File: config.mk
export PLATFORM = sky130hd
export DESIGN_NAME = decode_stage
export DESIGN_NICKNAME = d
export VERILOG_FILES = /design/src/rtl/decode_stage.sv
export SDC_FILE = /design/constraint.sdc
export NUM_CORES = 1
export LEC_CHECK = 0
export CORE_MARGIN = 1.5
export CORE_UTILIZATION = 39
export DETAILED_ROUTE_END_ITERATION = 8
export PLACE_DENSITY = 0.77
export SYNTH_ARGS = -nofsm -noshare
export SYNTH_HDL_FRONTEND = slang
export SYNTH_SLANG_ARGS = --single-unit
File: constraint.sdc
create_clock -name clk -period 2.76 [get_ports clk]
set_clock_uncertainty 0.15 [all_clocks]
set_input_delay 0.552 -clock clk [delete_from_list [all_inputs] [get_ports clk]]
set_output_delay 0.552 -clock clk [all_outputs]
set_load 0.005 [all_outputs]
File: src/rtl/decode_stage.sv
// RV32I/RV32E decode stage: one registered output slot with valid/ready handshake,
// operand read with write-back bypass, and a one-bubble load-use interlock.
module decode_stage #(
  parameter int XLEN      = 32,
  parameter int RF_ADDR_W = 5,
  parameter bit BYPASS_EN = 1'b1,
  parameter bit HAZARD_EN = 1'b1
) (
  input  logic                 clk,
  input  logic                 rst,
  input  logic                 flush,
  input  logic                 in_valid,
  output logic                 in_ready,
  input  logic [XLEN-1:0]      in_pc,
  input  logic [31:0]          in_inst,
  output logic [RF_ADDR_W-1:0] rs1_addr,
  output logic [RF_ADDR_W-1:0] rs2_addr,
  input  logic [XLEN-1:0]      rs1_val,
  input  logic [XLEN-1:0]      rs2_val,
  input  logic                 wb_en,
  input  logic [RF_ADDR_W-1:0] wb_addr,
  input  logic [XLEN-1:0]      wb_data,
  output logic                 out_valid,
  input  logic                 out_ready,
  output logic [XLEN-1:0]      out_pc,
  output logic [RF_ADDR_W-1:0] out_rd,
  output logic                 out_rd_we,
  output logic [XLEN-1:0]      out_imm,
  output logic [XLEN-1:0]      out_rs1_val,
  output logic [XLEN-1:0]      out_rs2_val,
  output logic [3:0]           out_alu_op,
  output logic [1:0]           out_op1_sel,
  output logic [1:0]           out_op2_sel,
  output logic [2:0]           out_fu,
  output logic [2:0]           out_func3,
  output logic                 out_illegal
);

  localparam logic [6:0] OPC_LUI    = 7'b0110111;
  localparam logic [6:0] OPC_AUIPC  = 7'b0010111;
  localparam logic [6:0] OPC_JAL    = 7'b1101111;
  localparam logic [6:0] OPC_JALR   = 7'b1100111;
  localparam logic [6:0] OPC_BRANCH = 7'b1100011;
  localparam logic [6:0] OPC_LOAD   = 7'b0000011;
  localparam logic [6:0] OPC_STORE  = 7'b0100011;
  localparam logic [6:0] OPC_OPIMM  = 7'b0010011;
  localparam logic [6:0] OPC_OP     = 7'b0110011;
  localparam logic [6:0] OPC_FENCE  = 7'b0001111;
  localparam logic [6:0] OPC_SYSTEM = 7'b1110011;

  localparam logic [3:0] ALU_ADD   = 4'd0;
  localparam logic [3:0] ALU_SUB   = 4'd1;
  localparam logic [3:0] ALU_SLL   = 4'd2;
  localparam logic [3:0] ALU_SLT   = 4'd3;
  localparam logic [3:0] ALU_SLTU  = 4'd4;
  localparam logic [3:0] ALU_XOR   = 4'd5;
  localparam logic [3:0] ALU_SRL   = 4'd6;
  localparam logic [3:0] ALU_SRA   = 4'd7;
  localparam logic [3:0] ALU_OR    = 4'd8;
  localparam logic [3:0] ALU_AND   = 4'd9;
  localparam logic [3:0] ALU_PASSB = 4'd10;

  localparam logic [1:0] OP1_RS1  = 2'd0;
  localparam logic [1:0] OP1_PC   = 2'd1;
  localparam logic [1:0] OP1_ZERO = 2'd2;
  localparam logic [1:0] OP2_RS2  = 2'd0;
  localparam logic [1:0] OP2_IMM  = 2'd1;
  localparam logic [1:0] OP2_FOUR = 2'd2;

  localparam logic [2:0] FU_ALU    = 3'd0;
  localparam logic [2:0] FU_BRANCH = 3'd1;
  localparam logic [2:0] FU_JUMP   = 3'd2;
  localparam logic [2:0] FU_LOAD   = 3'd3;
  localparam logic [2:0] FU_STORE  = 3'd4;
  localparam logic [2:0] FU_SYSTEM = 3'd5;

  typedef struct packed {
    logic [XLEN-1:0]      pc;
    logic [RF_ADDR_W-1:0] rd;
    logic                 rd_we;
    logic [XLEN-1:0]      imm;
    logic [XLEN-1:0]      rs1_val;
    logic [XLEN-1:0]      rs2_val;
    logic [3:0]           alu_op;
    logic [1:0]           op1_sel;
    logic [1:0]           op2_sel;
    logic [2:0]           fu;
    logic [2:0]           func3;
    logic                 illegal;
  } bundle_t;

  function automatic logic [3:0] alu_sel(input logic [2:0] f, input logic alt);
    case (f)
      3'b000:  alu_sel = alt ? ALU_SUB : ALU_ADD;
      3'b001:  alu_sel = ALU_SLL;
      3'b010:  alu_sel = ALU_SLT;
      3'b011:  alu_sel = ALU_SLTU;
      3'b100:  alu_sel = ALU_XOR;
      3'b101:  alu_sel = alt ? ALU_SRA : ALU_SRL;
      3'b110:  alu_sel = ALU_OR;
      default: alu_sel = ALU_AND;
    endcase
  endfunction

  logic [6:0]           opc;
  logic [2:0]           f3;
  logic [6:0]           f7;
  logic [RF_ADDR_W-1:0] rs1_idx, rs2_idx, rd_idx;
  logic [31:0]          imm_i, imm_s, imm_b, imm_u, imm_j;
  logic                 f7_bad, is_shift;
  logic                 uses_rs1, uses_rs2, has_rd, illegal;
  logic [XLEN-1:0]      op1_val, op2_val;
  logic                 stall_lu, accept;
  bundle_t              dec, bun_d, bun_q;
  logic                 out_valid_d, out_valid_q;

  assign opc     = in_inst[6:0];
  assign f3      = in_inst[14:12];
  assign f7      = in_inst[31:25];
  assign rs1_idx = in_inst[15 +: RF_ADDR_W];
  assign rs2_idx = in_inst[20 +: RF_ADDR_W];
  assign rd_idx  = in_inst[7 +: RF_ADDR_W];
  assign rs1_addr = rs1_idx;
  assign rs2_addr = rs2_idx;

  assign imm_i = {{20{in_inst[31]}}, in_inst[31:20]};
  assign imm_s = {{20{in_inst[31]}}, in_inst[31:25], in_inst[11:7]};
  assign imm_b = {{20{in_inst[31]}}, in_inst[7], in_inst[30:25], in_inst[11:8], 1'b0};
  assign imm_u = {in_inst[31:12], 12'b0};
  assign imm_j = {{12{in_inst[31]}}, in_inst[19:12], in_inst[20], in_inst[30:21], 1'b0};

  // funct7 must be 0, or 0x20 only for the ADD/SUB and SRL/SRA pairs
  assign f7_bad   = !((f7 == 7'h00) || (f7 == 7'h20 && (f3 == 3'b000 || f3 == 3'b101)));
  assign is_shift = (f3 == 3'b001) || (f3 == 3'b101);

  always_comb begin
    op1_val = rs1_val;
    if (rs1_idx == '0)
      op1_val = '0;
    else if (BYPASS_EN && wb_en && wb_addr == rs1_idx)
      op1_val = wb_data;
  end

  always_comb begin
    op2_val = rs2_val;
    if (rs2_idx == '0)
      op2_val = '0;
    else if (BYPASS_EN && wb_en && wb_addr == rs2_idx)
      op2_val = wb_data;
  end

  always_comb begin
    dec         = '0;
    dec.pc      = in_pc;
    dec.rd      = rd_idx;
    dec.func3   = f3;
    dec.rs1_val = op1_val;
    dec.rs2_val = op2_val;
    dec.alu_op  = ALU_ADD;
    dec.op1_sel = OP1_RS1;
    dec.op2_sel = OP2_IMM;
    dec.fu      = FU_ALU;
    dec.imm     = imm_i;
    uses_rs1    = 1'b1;
    uses_rs2    = 1'b0;
    has_rd      = 1'b0;
    illegal     = (in_inst[1:0] != 2'b11);
    case (opc)
      OPC_LUI: begin
        uses_rs1    = 1'b0;
        has_rd      = 1'b1;
        dec.op1_sel = OP1_ZERO;
        dec.alu_op  = ALU_PASSB;
        dec.imm     = imm_u;
      end
      OPC_AUIPC: begin
        uses_rs1    = 1'b0;
        has_rd      = 1'b1;
        dec.op1_sel = OP1_PC;
        dec.imm     = imm_u;
      end
      OPC_JAL: begin
        uses_rs1    = 1'b0;
        has_rd      = 1'b1;
        dec.op1_sel = OP1_PC;
        dec.op2_sel = OP2_FOUR;
        dec.fu      = FU_JUMP;
        dec.imm     = imm_j;
      end
      OPC_JALR: begin
        has_rd      = 1'b1;
        dec.op1_sel = OP1_PC;
        dec.op2_sel = OP2_FOUR;
        dec.fu      = FU_JUMP;
        illegal     = illegal | (f3 != 3'b000);
      end
      OPC_BRANCH: begin
        uses_rs2    = 1'b1;
        dec.op2_sel = OP2_RS2;
        dec.alu_op  = ALU_SUB;
        dec.fu      = FU_BRANCH;
        dec.imm     = imm_b;
        illegal     = illegal | (f3 == 3'b010) | (f3 == 3'b011);
      end
      OPC_LOAD: begin
        has_rd  = 1'b1;
        dec.fu  = FU_LOAD;
        illegal = illegal | (f3 == 3'b011) | (f3 == 3'b110) | (f3 == 3'b111);
      end
      OPC_STORE: begin
        uses_rs2 = 1'b1;
        dec.fu   = FU_STORE;
        dec.imm  = imm_s;
        illegal  = illegal | (f3 >= 3'b011);
      end
      OPC_OPIMM: begin
        has_rd     = 1'b1;
        dec.alu_op = alu_sel(f3, (f3 == 3'b101) && in_inst[30]);
        if (is_shift) begin
          dec.imm = {27'b0, in_inst[24:20]};
          illegal = illegal | f7_bad;
        end
      end
      OPC_OP: begin
        has_rd      = 1'b1;
        uses_rs2    = 1'b1;
        dec.op2_sel = OP2_RS2;
        dec.alu_op  = alu_sel(f3, in_inst[30]);
        dec.imm     = '0;
        illegal     = illegal | f7_bad;
      end
      OPC_FENCE, OPC_SYSTEM: dec.fu = FU_SYSTEM;
      default: illegal = 1'b1;
    endcase
    // RV32E: upper-bank register indices do not exist
    if (RF_ADDR_W < 5)
      illegal = illegal | (uses_rs1 & in_inst[19]) | (uses_rs2 & in_inst[24]) | (has_rd & in_inst[11]);
    dec.illegal = illegal;
    dec.rd_we   = has_rd && (in_inst[11:7] != 5'd0) && !illegal;
    if (illegal)
      dec.fu = FU_SYSTEM;
  end

  assign stall_lu = HAZARD_EN && out_valid_q && (bun_q.fu == FU_LOAD) && (bun_q.rd != '0) && in_valid &&
                    ((uses_rs1 && rs1_idx == bun_q.rd) || (uses_rs2 && rs2_idx == bun_q.rd));
  assign in_ready = (!out_valid_q || out_ready) && !stall_lu && !flush;
  assign accept   = in_valid && in_ready;

  always_comb begin
    out_valid_d = out_valid_q;
    bun_d       = bun_q;
    if (flush)
      out_valid_d = 1'b0;
    else if (accept) begin
      out_valid_d = 1'b1;
      bun_d       = dec;
    end else if (out_ready)
      out_valid_d = 1'b0;
  end

  always_ff @(posedge clk) begin
    if (rst) begin
      out_valid_q <= 1'b0;
      bun_q       <= '0;
    end else begin
      out_valid_q <= out_valid_d;
      bun_q       <= bun_d;
    end
  end

  assign out_valid   = out_valid_q;
  assign out_pc      = bun_q.pc;
  assign out_rd      = bun_q.rd;
  assign out_rd_we   = bun_q.rd_we;
  assign out_imm     = bun_q.imm;
  assign out_rs1_val = bun_q.rs1_val;
  assign out_rs2_val = bun_q.rs2_val;
  assign out_alu_op  = bun_q.alu_op;
  assign out_op1_sel = bun_q.op1_sel;
  assign out_op2_sel = bun_q.op2_sel;
  assign out_fu      = bun_q.fu;
  assign out_func3   = bun_q.func3;
  assign out_illegal = bun_q.illegal;

endmodule

==> flow_summary_export.csv <==
group,metric,value,unit
run_status,status,"complete, but fails checks",
run_status,violations,"setup timing",
yosys,synth.cell_area,7570,um^2
floorplanning,num_rows,50,
setup_path,worstPathArrival,2.29,ns
sta,layout_setup_ws,-0.234,ns
sta,rsz0062_at_grt,"true",
min_path,min-delay-start,"out_pc[10]",
pwr,switchingPower,1.56,mW
sta,finalSetupViolations,38,
global_routing,grt_pass1_vias,8158,
finish,layout_commonest_cell,"clkdlybuf4s50_1",
clocking,clock_latency,0.42,ns
pwr,p_seq_share,39.8,%
clocking,cts_tree,"done",
finish,stdcell_count,1520,
pwr,internal-power,4.32,mW
placed_design,placedCellCount,1481,
setup_path,r2r-start,"out_rd[0]",
pwr,power_density,477,nW/um^2
pwr,p_sw_share,26.5,%
finish,n_antenna_cell,0,
placed_design,numPortBuffers,331,
yosys,async_flop_share,0,%
yosys,synthFlopType,"dfxtp_1",
finish,fin_nets,1418,
yosys,yosys_warnings,0,
placed_design,dp_hpwl,21400,um
route,dr.first_iter.drc_count,549,
yosys,ys_seq_elements,150,
setup_path,start_kind,"flip-flop",
finish,layout-drive-gt1-share,17.0,%
flow_run,max-cap-violations,0,
yosys,seq_area_frac_synth,39.7,%
clocking,cts-root-buf,"clkbuf_16",
floorplanning,die_w,142,um
global_routing,grt-ovfl-total,0,
finish,final_cell_mix,"326 x clkdlybuf4s50_1, 157 x a21oi_1, 149 x dfxtp_1",
min_path,hold_end,"out_pc[10]",
global_routing,grt_max_degree,73,
pwr,p_comb_share,21.1,%
placed_design,placed_area,11400,um^2
route,first_pass_iters,5,
yosys,synthesis.nets,1094,
setup_path,required,2.06,ns
route,vias,8704,
yosys,synth.distinct_cells,53,
route,drcViolationCount,0,
setup_path,r2r-end,"out_imm[16]",
sta,finalCriticalPeriod,2.99,ns
setup_path,endpoint_kind,"output port",
route,avgRoutedWirePerCell,20.3,um
route,routed_wl,30800,um
finish,fin_area,12300,um^2
clocking,htreeDepth,4,
finish,syn_to_final_growth,62.8,%
setup_path,setup.worst_path.class,"flip-flop to output port",
min_path,hold_path_class,"flip-flop to flip-flop",
clocking,path_clk_slew,0.06,ns
clocking,numCtsBuffers,17,
min_path,hold_depth,2,
floorplanning,coreArea,18900,um^2
global_routing,grt_first_pass_wirelength,45400,um
floorplanning,dieArea,20300,um^2
pwr,leakagePower,4.25,nW
global_routing,antenna_found_initial,0,
setup_path,r2r_setup_slack,-0.16,ns
yosys,synth_edf_count,0,
sta,drv_slew,0,
floorplanning,die_h,142,um
sta,period_share,108,%
clocking,cts_buffer_depth,2,
yosys,syn_avg_cell_area,8.20,um^2
floorplanning,initial_core_util,40.1,%
route,ant_nets,0,
placed_design,gp_congestion,0.926,
yosys,syn_inst,923,
setup_path,crit_path_max_fanout,3,
pwr,clkPwrFrac,39.1,%
sta,max-slew-margin-rel,52.0,%
clocking,cts.sinks,150,
sta,hold_viol,0,
sta,fmax,0.334,GHz
pwr,peakVddDrop,425,uV
sta,finalSetupTns,-2.17,ns
finish,utilization,65.2,%
setup_path,reg2reg_depth,11,
global_routing,grtUsageTotal,28.9,%
route,viasPerCell,5.73,
sta,tightestPinTransition,0.720,ns
floorplanning,io_pins,332,
-- repair_timing --
action,CTS,global route
resized for setup,25,63
setup buffers,2,0
endpoints found under the setup margin,59,150
pin swaps,6,6
hold buffers,0,0
cloned,1,4
-- cells by family (layout without fill, tap and decap cells) --
logic type | count (synthesis) | after routing | synth area share [%]
AOI/OAI and AO/OA | 339 | 339 | 24.4
and+or+nand+nor | 228 | 228 | 16.8
DFF | 150 | 150 | 39.7
buffers and inverters | 119 | 456 | 6.96
muxes | 65 | 65 | 9.67
xor gates and xnor gates | 22 | 22 | 2.54
-- worst max-delay path, stage by stage (launching register included) --
cell and delay, ns:
dfxtp_2 0.32, or4_4 0.55, o211ai_4 0.20, buf_6 0.12, nor4_2 0.04, or4_4 0.45, inv_4 0.10, buf_6 0.09
-- worst max path at each step --
stage,startpoint,endpoint,slack [ns],cells past startpoint
final,out_rd[0],in_ready,-0.23,7
after CTS,out_rd[3],in_ready,-0.26,6
after detailed placement,in_inst[2],out_imm[19],-0.68,11
after global placement,in_inst[3],in_ready,-0.62,7
after floorplan,in_inst[6],in_ready,-0.04,10
after global routing,out_rd[0],in_ready,-0.30,7
-- routing by layer --
layer / global-route usage (%) / part of all wire [%]
met1: 35.6 / 39
met2: 47.9 / 48
met3: 9.59 / 11
met4: 8.95 / 2.2
met5: 0 / 0
-- cells in the mapped netlist (2+ instances only) --
cell type	instances	area [um^2]
a22oi_1	6	45.0
nand2_1	33	124
and3_1	2	12.5
xor2_1	11	96.3
dfxtp_1	150	3000
or2_2	3	18.8
buf_4	14	105
nor4_1	7	43.8
or4_1	4	30.0
nor3_1	13	65.1
nand3_1	44	220
inv_1	2	7.51
a21oi_1	160	801
or3_1	2	12.5
mux2_2	59	664
buf_2	16	80.1
mux2_1	6	67.6
nand4_1	69	432
nand2b_1	5	31.3
nor2b_1	5	31.3
o21a_1	2	15.0
clkbuf_1	84	315
o21ai_0	128	641
and2_1	2	12.5
o22ai_1	3	18.8
nor2_1	22	82.6
nand4b_1	6	52.6
a211oi_1	29	218
and4b_1	2	20.0
xnor2_1	11	96.3
-- power by group through the flow --
| stage | clock network (mW) | logic (mW) | registers [mW] |
|---|---|---|---|
| 6_report | 2.30 | 1.24 | 2.34 |
| 5_1_grt | 2.43 | 1.32 | 2.34 |
| 4_1_cts | 2.34 | 1.19 | 2.33 |
| 3_5_place_dp | 0 | 1.17 | 2.38 |
| 3_3_place_gp | 0 | 1.16 | 2.38 |
| 2_1_floorplan | 0 | 0.455 | 2.38 |
-- per-stage QoR --
step           power, mW  hold WS [ns]  setup WS (ns)
2_1_floorplan       2.84         0.316        -0.0448
3_3_place_gp        3.54         0.307         -0.619
3_5_place_dp        3.55         0.316         -0.680
4_1_cts             5.86         0.324         -0.256
5_1_grt             6.10         0.336         -0.303
6_report            5.88         0.320         -0.234
-- sequential cells by signal, summed over array words and instances, names as in the netlist --
signal and flops:
out_alu_op 4, out_rs1_val 32, out_func3 3, out_rd_we 1, out_op1_sel 2, out_imm 32, out_fu 3, out_rd 5
out_valid 1, out_op2_sel 2, out_pc 32, out_rs2_val 32, out_illegal 1
-- area by class of cell --
cell class	instances	area [um^2]
fillers	1607	6570
clock buffers	21	450
well taps	260	325
inverters	4	18.8
multi-input cells	654	4170
repair buffers	420	4230
clock inverters	11	125
flip-flops and latches	150	3000
Power figures use the tool's default switching activity.
